$ cat config.mk
export PLATFORM = sky130hd
export DESIGN_NAME = max7219_serial_driver
export DESIGN_NICKNAME = d
export VERILOG_FILES = /design/src/rtl/max7219_serial_driver.sv
export SDC_FILE = /design/constraint.sdc
export NUM_CORES = 1
export LEC_CHECK = 0
export CORE_ASPECT_RATIO = 1.1
export CORE_MARGIN = 2
export CORE_UTILIZATION = 40
export DETAILED_ROUTE_END_ITERATION = 10
export PLACE_DENSITY = 0.74
export SLEW_MARGIN = 10
export SYNTH_ARGS = -nofsm -noshare
export SYNTH_HDL_FRONTEND = slang
export SYNTH_SLANG_ARGS = --single-unit
export TNS_END_PERCENT = 10
$ cat constraint.sdc
create_clock -name i_clk -period 2.63 [get_ports i_clk]
set_input_delay 0.526 -clock i_clk [delete_from_list [all_inputs] [get_ports i_clk]]
set_output_delay 0.526 -clock i_clk [all_outputs]
set_load 0.02 [all_outputs]
$ cat src/rtl/max7219_serial_driver.sv
// ---------------------------------------------------------------------------
// max7219_serial_driver
//
// Serialises eight 7-segment digit bytes into MAX7219 16-bit words
// {4'h0, addr[3:0], data[7:0]}, MSB first, on a three-wire interface
// (data / clock / load). The first frame after reset is preceded by the
// five configuration words (decode, intensity, scan limit, shutdown,
// display test); every frame then sends the eight digit registers.
//
// Build option:
//   MAX7219_REINIT_EN  defined   -> configuration words precede every frame
//                      undefined -> configuration words only in the first
//                                   frame after reset
//
// Parameters:
//   CLK_DIV     i_clk cycles per serial-clock half period (>= 1)
//   INTENSITY   value written to the intensity register (0x0A)
//   SCAN_LIMIT  value written to the scan-limit register (0x0B)
//
// Ports:
//   i_clk          system clock
//   i_reset        synchronous, active-high reset
//   i_en           enable, qualifies i_start only
//   i_start        frame request strobe
//   i_digits       digit k = i_digits[8k+7:8k] (bit7 = DP, bits6:0 = A..G)
//   o_busy         frame in progress
//   o_done         one-cycle pulse when a frame completes
//   o_serial_dout  serial data, MSB first
//   o_serial_clk   serial clock, idle low, sampled by the MAX7219 on rise
//   o_serial_load  latch strobe, idle low, one pulse per word
// ---------------------------------------------------------------------------
module max7219_serial_driver #(
    parameter int         CLK_DIV    = 2,
    parameter logic [3:0] INTENSITY  = 4'h8,
    parameter logic [2:0] SCAN_LIMIT = 3'd7
) (
    input  logic        i_clk,
    input  logic        i_reset,
    input  logic        i_en,
    input  logic        i_start,
    input  logic [63:0] i_digits,
    output logic        o_busy,
    output logic        o_done,
    output logic        o_serial_dout,
    output logic        o_serial_clk,
    output logic        o_serial_load
);

    localparam int CW = $clog2(CLK_DIV) + 1;
    localparam logic [CW-1:0] HALF_LAST = CW'(CLK_DIV - 1);

    // Word index space: 0..4 are config words, 5..12 are digits 0..7.
    localparam logic [3:0] LAST_CFG    = 4'd4;
    localparam logic [3:0] FIRST_DIGIT = 4'd5;
    localparam logic [3:0] LAST_WORD   = 4'd12;

`ifdef MAX7219_REINIT_EN
    localparam logic REINIT = 1'b1;
`else
    localparam logic REINIT = 1'b0;
`endif

    typedef enum logic [2:0] {
        S_IDLE,
        S_SHIFT_LO,
        S_SHIFT_HI,
        S_LATCH,
        S_GAP,
        S_DONE
    } state_t;

    state_t          r_state;
    logic [CW-1:0]   r_half;
    logic [3:0]      r_bit;
    logic [3:0]      r_word_idx;
    logic [63:0]     r_snap;
    logic            r_cfg_sent;
    logic            r_busy;
    logic            r_done;
    logic            r_dout;
    logic            r_sclk;
    logic            r_load;

    logic [15:0]     w_word;
    logic [3:0]      w_bit_dn;
    logic            w_half_end;
    logic [3:0]      w_start_idx;

    function automatic logic [15:0] word_of(input logic [3:0] idx,
                                            input logic [63:0] snap);
        logic [2:0]  k;
        logic [15:0] w;
        k = 3'(idx - FIRST_DIGIT);
        case (idx)
            4'd0:    w = 16'h0900;
            4'd1:    w = {8'h0A, 4'h0, INTENSITY};
            4'd2:    w = {8'h0B, 5'h0, SCAN_LIMIT};
            4'd3:    w = 16'h0C01;
            4'd4:    w = 16'h0F00;
            default: w = {4'h0, idx - 4'd4, snap[{k, 3'b000} +: 8]};
        endcase
        return w;
    endfunction

    always_comb begin
        w_word      = word_of(r_word_idx, r_snap);
        w_bit_dn    = r_bit - 4'd1;
        w_half_end  = (r_half == HALF_LAST);
        w_start_idx = (r_cfg_sent && !REINIT) ? FIRST_DIGIT : 4'd0;
    end

    // Every word starts with the 4'h0 nibble, so the first bit driven at
    // the start of any word is always 0 and needs no word lookup.
    always_ff @(posedge i_clk) begin
        if (i_reset) begin
            r_state    <= S_IDLE;
            r_half     <= '0;
            r_bit      <= '0;
            r_word_idx <= '0;
            r_snap     <= '0;
            r_cfg_sent <= 1'b0;
            r_busy     <= 1'b0;
            r_done     <= 1'b0;
            r_dout     <= 1'b0;
            r_sclk     <= 1'b0;
            r_load     <= 1'b0;
        end else begin
            r_done <= 1'b0;
            case (r_state)
                S_IDLE: begin
                    r_sclk <= 1'b0;
                    r_load <= 1'b0;
                    r_dout <= 1'b0;
                    if (i_start && i_en) begin
                        r_snap     <= i_digits;
                        r_word_idx <= w_start_idx;
                        r_bit      <= 4'd15;
                        r_half     <= '0;
                        r_busy     <= 1'b1;
                        r_state    <= S_SHIFT_LO;
                    end
                end
                S_SHIFT_LO: begin
                    if (w_half_end) begin
                        r_half  <= '0;
                        r_sclk  <= 1'b1;
                        r_state <= S_SHIFT_HI;
                    end else begin
                        r_half <= r_half + CW'(1);
                    end
                end
                S_SHIFT_HI: begin
                    if (w_half_end) begin
                        r_half <= '0;
                        r_sclk <= 1'b0;
                        if (r_bit == 4'd0) begin
                            r_load  <= 1'b1;
                            r_dout  <= 1'b0;
                            r_state <= S_LATCH;
                        end else begin
                            r_bit   <= w_bit_dn;
                            r_dout  <= w_word[w_bit_dn];
                            r_state <= S_SHIFT_LO;
                        end
                    end else begin
                        r_half <= r_half + CW'(1);
                    end
                end
                S_LATCH: begin
                    if (w_half_end) begin
                        r_half  <= '0;
                        r_load  <= 1'b0;
                        r_state <= S_GAP;
                        if (r_word_idx == LAST_CFG) begin
                            r_cfg_sent <= 1'b1;
                        end
                    end else begin
                        r_half <= r_half + CW'(1);
                    end
                end
                S_GAP: begin
                    if (w_half_end) begin
                        r_half <= '0;
                        if (r_word_idx == LAST_WORD) begin
                            r_done  <= 1'b1;
                            r_busy  <= 1'b0;
                            r_state <= S_DONE;
                        end else begin
                            r_word_idx <= r_word_idx + 4'd1;
                            r_bit      <= 4'd15;
                            r_dout     <= 1'b0;
                            r_state    <= S_SHIFT_LO;
                        end
                    end else begin
                        r_half <= r_half + CW'(1);
                    end
                end
                S_DONE: begin
                    // i_start is deliberately not examined here.
                    r_state <= S_IDLE;
                end
                default: begin
                    r_state <= S_IDLE;
                end
            endcase
        end
    end

    assign o_busy        = r_busy;
    assign o_done        = r_done;
    assign o_serial_dout = r_dout;
    assign o_serial_clk  = r_sclk;
    assign o_serial_load = r_load;

endmodule

==> impl_metrics.ini, run 1 <==
[clock_network]
cts_setup_buffers = 0
clockRootBuffer = clkbuf_8
htreeDepth = 3
cts_hold_buf = 0
clkSlewWorstSetupHoldPaths_ps = 80
insertion_delay_ps = 360
cts_num_sinks = 83
clk_path_buf_depth = 2
cts_buffers = 9
cts_tree = done
ctsResizeCount = 0

[critical_path]
crit_chain = inv_1 > ha_1 > buf_4 > mux4_2 > mux2_2 > o211ai_1 > nand3_1 > o22ai_1 > a22oi_2
crit_arrival_ps = 2630
cp_max_fo = 13
slowest_delay_ps = 380
cp_data_required_time_ps = 2870
crit_path_start_kind = flip-flop
crit_start = r_word_idx[1]
critPathSlowestCell = dfxtp_1
cp-end-kind = flip-flop
timing.rr.start = r_word_idx[1]
crit_family = multiplexers
critPathBufInv = 2
crit_type = reg2reg

[synthesis]
async_flop_share_pct = 0
yosys_most_used_dff = dfxtp_1
avgSynthCellArea_sq_um = 8.323
synth-edff-count = 0
synth_cell_types = 55
ys_seq_elements = 83
synth_top_area_share_pct = 41.33
synth_mux_area_share_pct = 9.928
synthAdderAreaFrac_pct = 2.490
synth_area_sq_um = 4020
synthTopCellsByArea = dfxtp_1 41%, nand2_1 13%, a21oi_1 10%
yosys_warnings = 0
synth_top_family_by_area = simple AND/OR/NAND/NOR gates
synthSimpleGateAreaFrac_pct = 21.76
synth_compound_gate_area_share_pct = 17.55
synth-xor-area-share_pct = 1.774
syn_inst = 483
syn_nets = 559
yosysTopAreaCell = dfxtp_1
yosysSeqAreaShare_pct = 41.33

[drt]
drc = 0
vias = 3617
ant_nets = 0
postRouteWirelength_um = 9733
wl_per_cell_um = 14.48
first_iter_violations = 220
drt_pass1_iterations = 6
vias_per_cell = 5.382

[global_routing]
antenna_found_initial = 0
grt_pass1_vias = 3470
grt_pass1_wl_um = 16100
grt_max_degree = 67
track_usage_pct = 18.61
overflow = 0

[layout]
nets = 623
final_common_cell = nand2_1
final_cell_mix = 142 x nand2_1, 83 x dfxtp_1, 82 x a21oi_1, 71 x clkdlybuf4s50_1, 19 x nor2_1
layout-area-overhead-vs-synth_pct = 24.74
drive_gt1_share_pct = 9.420
diodes = 0

[sta]
hold_viol = 0
fin_crit_ps = 2385
setup_viol = 0
max_freq_mhz = 419.3
fin_crit_sh_pct = 90.68
fin_worst_skew_ps = 9.651
hold_slack_ps = 453.4
worstMarginPinSlew_ps = 610.9
rsz0062_at_grt = false
tns_ps = 0
slew_headroom_pct = 59.28
drv_slew = 0

[place]
port_buffers = 72
place.gp.congestion = 0.8983
dp_hpwl_um = 7080

[power_and_ir_drop]
ir_drop_mv = 0.2432
leakage_nw = 1.792
powerDensity_nw_per_um2 = 593.9

[min_path]
hp-start = r_snap[43]
hold_path.class = reg2reg

[run]
drv_cap = 0

[floorplanning]
ios = 73
fp.dieArea_sq_um = 10870
num_rows = 38
die_x_um = 99.59
initial_core_util_pct = 40.85
die_h_um = 109.1
coreArea_sq_um = 9842

[outcome]
status = completed
-- synth_stat cells (2+ instances only) --
library cell  count
a211oi_1          5
a21oi_1          82
a311oi_1          2
a31oi_1           5
buf_2             8
clkbuf_1         18
clkbuf_8          4
dfxtp_1          83
ha_1              8
inv_1             9
mux2_2            2
mux2i_1           5
mux4_1            3
mux4_2           11
nand2_1         142
nand2b_1          2
nand3_1           6
nand3b_1          2
nand4_1           2
nor2_1           19
nor3_1           14
nor3b_1           4
nor4_1            2
o2111ai_1         2
o21ai_0           7
or3_1             3
xnor2_1           5
-- power by group --
group / internal, mW / leakage [nW] / switching (mW) / total, mW
Sequential: 1.35 / 0.677 / 0.0724 / 1.42
Clock: 0.440 / 0.0906 / 0.448 / 0.888
Combinational: 0.302 / 1.03 / 0.369 / 0.671
Total: 2.09 / 1.79 / 0.889 / 2.98
-- final cells by class --
cell class,instances,area [sq um]
inverters,9,33.78
repair buffers,85,825.8
clock inverters,4,51.30
fillers,910,4827
flip-flops and latches,83,1662
multi-input cells,359,2157
clock buffers,12,135.1
well taps,120,150.1
-- routing by layer --
metal	track usage [%]	vias to the layer above	share of wire, %
met5	0	-	0
met4	6.360	0	2.1
met3	3.846	20	4.9
met2	33.20	107	50
met1	22.28	1683	43
li1	-	1807	-
-- logic make-up after synthesis --
| group | Yosys count |
|---|---|
| adders and majority gates | 8 |
| buffers and inverters | 41 |
| muxes | 21 |
| and+or+nand+nor | 204 |
| xor gates and xnor gates | 6 |
| DFF | 83 |
| AOI/OAI and AO/OA | 120 |
-- worst paths after layout --
check                           cells after the start  slack (ps)             to
worst max register to register                      9         250  o_serial_dout
worst min register to register                      2         450     r_snap[43]
worst max-delay path                                9         250  o_serial_dout
worst min-delay path                                2         450     r_snap[43]
-- state kept, by name (all words and copies together), names as in the netlist, 2 cells and up --
| signal | cells |
|---|---|
| r_half | 2 |
| r_bit | 4 |
| r_snap | 64 |
| r_state | 3 |
| r_word_idx | 4 |
-- metrics by stage --
stage	setup WS, ps	instances	util [%]	power (mW)	instance area (sq um)
6_report	245.2	672	50.95	2.978	5015
2_1_floorplan	52.62	483	-	1.875	4023
3_3_place_gp	331.3	656	49.06	2.088	4828
5_1_grt	112.4	672	50.95	3.139	5015
4_1_cts	293.6	672	50.95	2.986	5015
3_5_place_dp	323.4	656	49.06	2.109	4828
-- worst register-to-register path, delay by kind of cell (launching register included) --
family	cells	cell delay, ps
AOI/OAI and AO/OA	3	460
and+or+nand+nor	1	110
adders and majority gates	1	350
buffers and inverters	2	350
DFF	1	380
muxes	2	610
Power figures use the tool's default switching activity.
==> run 2, diff against run 1 <==
--- a/config.mk
+++ b/config.mk
@@ -10,7 +10,8 @@
 export CORE_UTILIZATION = 40
 export DETAILED_ROUTE_END_ITERATION = 10
 export PLACE_DENSITY = 0.74
-export SLEW_MARGIN = 10
+export RECOVER_POWER = 100
+export SLEW_MARGIN = 20
 export SYNTH_ARGS = -nofsm -noshare
 export SYNTH_HDL_FRONTEND = slang
 export SYNTH_SLANG_ARGS = --single-unit
==> run 2 against run 1 <==
Maximum frequency is 0.55% lower. Sequential share of layout area is 0.22 points higher. Highest routed layer unchanged. Worst hold slack hardly changed. Total power is 0.70% lower. First-iteration DRC count is 7.3% lower. Final area is 0.67% lower. Utilization is 0.34 points lower. Non-clock buffer count stayed put. Die area stayed put. Clock power hardly changed.
==> impl_metrics.ini, run 2 (synthesis gave the netlist of run 1 again) <==
[outcome]
status = completed

[layout]
final_cell_mix = 142 x nand2_1, 83 x dfxtp_1, 82 x a21oi_1, 65 x clkdlybuf4s50_1, 19 x nor2_1
layout-area-overhead-vs-synth_pct = 23.90
multi_input_area_sq_um = 2140
n_fill_cell = 913
largest_reg_flops = 64
fin_cells = 672
seqCellArea_sq_um = 1662
postLayoutCellArea_sq_um = 4981
nets = 623
drive_gt1_share_pct = 8.696
diodes = 0
reg.largest.list = r_snap (64), r_bit (4), r_word_idx (4)
final_common_cell = nand2_1
regMostFlops = r_snap

[min_path]
hp-start = r_snap[43]
hold_path.class = reg2reg
holdPathStages = 2
min_to = r_snap[43]

[critical_path]
timing.reg2reg.setup_slack_ps = 230
crit_path_start_kind = flip-flop
cp_data_required_time_ps = 2850
cp_max_fo = 9
r2r.worst_path.cells = 9
crit_arrival_ps = 2620
timing.rr.start = r_word_idx[1]
crit_type = reg2reg
cp-end-kind = flip-flop
worstReg2RegEnd = r_word_idx[3]

[place]
dp_hpwl_um = 7080
post_dp_cell_area_sq_um = 4828
placedCellCount = 656
place.gp.congestion = 0.8983
port_buffers = 72

[power_and_ir_drop]
intPower_mw = 2.077
switching_share_pct = 29.77
powerDensity_nw_per_um2 = 593.8
p_sw_uw = 880.4
ir_drop_mv = 0.2422
clkPwrFrac_pct = 30.0
leakage_nw = 1.797
p_total_mw = 2.958
p_seq_share_pct = 48.0
p_comb_share_pct = 22.1

[drt]
wl_per_cell_um = 14.43
first_iter_violations = 204
vias = 3582
drc = 0
drt_pass1_iterations = 6
ant_nets = 0
postRouteWirelength_um = 9700
vias_per_cell = 5.330

[clock_network]
cts_setup_buffers = 0
clk_path_buf_depth = 2
ctsResizeCount = 0
cts_buffers = 9
cts_num_sinks = 83
insertion_delay_ps = 360
clockRootBuffer = clkbuf_8
cts_hold_buf = 0
cts_tree = done
clkSlewWorstSetupHoldPaths_ps = 80
htreeDepth = 3

[global_routing]
grt_pass1_vias = 3470
grt_use_met3_pct = 3.846
use_met1_pct = 22.28
overflow = 0
grt_pass1_wl_um = 16100
track_usage_pct = 18.61
grt_max_degree = 67
grt.busiest_layer = met2
antenna_found_initial = 0
use_met2_pct = 33.20

[sta]
max_freq_mhz = 417.0
tns_ps = 0
slew_headroom_pct = 54.16
fin_worst_skew_ps = 8.732
rsz0062_at_grt = false
hold_viol = 0
worstMarginPinSlew_ps = 670.3
fin_crit_sh_pct = 91.18
setup_viol = 0
drv_slew = 0
fin_crit_ps = 2398

[floorplanning]
num_rows = 38
fp.dieArea_sq_um = 10870
die_h_um = 109.1
ios = 73
coreArea_sq_um = 9842
initial_core_util_pct = 40.85
die_x_um = 99.59

[run]
drv_cap = 0
==> run 2: per-layer routing <==
metal  routed length [um]  up-vias  share of wire [%]
met3                  422       17                4.4
met1                 4169     1669                 43
met4                  192        0                2.0
li1                     -     1805                  -
met5                    0        -                  0
met2                 4915       91                 51
==> run 2: worst max path at each step <==
stage                             start            end  slack, ps  cells after the start
after floorplan           r_word_idx[0]  o_serial_dout         50                     10
after global placement    r_word_idx[1]  o_serial_dout        330                      8
after detailed placement  r_word_idx[1]  o_serial_dout        320                      9
after CTS                 r_word_idx[1]  o_serial_dout        290                      9
after global routing      r_word_idx[1]  r_word_idx[3]        120                      9
final                     r_word_idx[1]  r_word_idx[3]        230                      9
==> run 2: layout make-up <==
type	count	share of cell area, %
tap	120	3.014
timing repair buffer	85	16.25
multi-input combinational	359	42.95
sequential	83	33.36
inverter	9	0.6782
clock inverter	4	1.030
clock buffer	12	2.713
==> run 2: stage by stage <==
step	hold WS [ps]	setup slack, ps	utilization (%)
final	453.8	231.9	50.61
after detailed placement	443.1	323.4	49.06
after global routing	469.4	116.3	50.61
after floorplan	431.5	52.62	-
after CTS	454.6	293.6	50.95
after global placement	439.2	331.3	49.06
==> run 2: power groups by stage <==
stage          Combinational (mW)  Clock, mW  Sequential [mW]
2_1_floorplan               0.454          0             1.42
3_3_place_gp                0.644          0             1.44
3_5_place_dp                0.662          0             1.45
4_1_cts                     0.664      0.903             1.42
5_1_grt                     0.725      0.968             1.43
6_report                    0.653      0.886             1.42
==> run 2: worst max-delay path, stage by stage, from the launching register on <==
cell and delay [ps]:
dfxtp_1 380, inv_1 100, ha_1 260, buf_4 200, nand2_1 130, a21boi_0 140, or3_1 440, nor4_1 350
xnor2_1 180, nor3_1 70
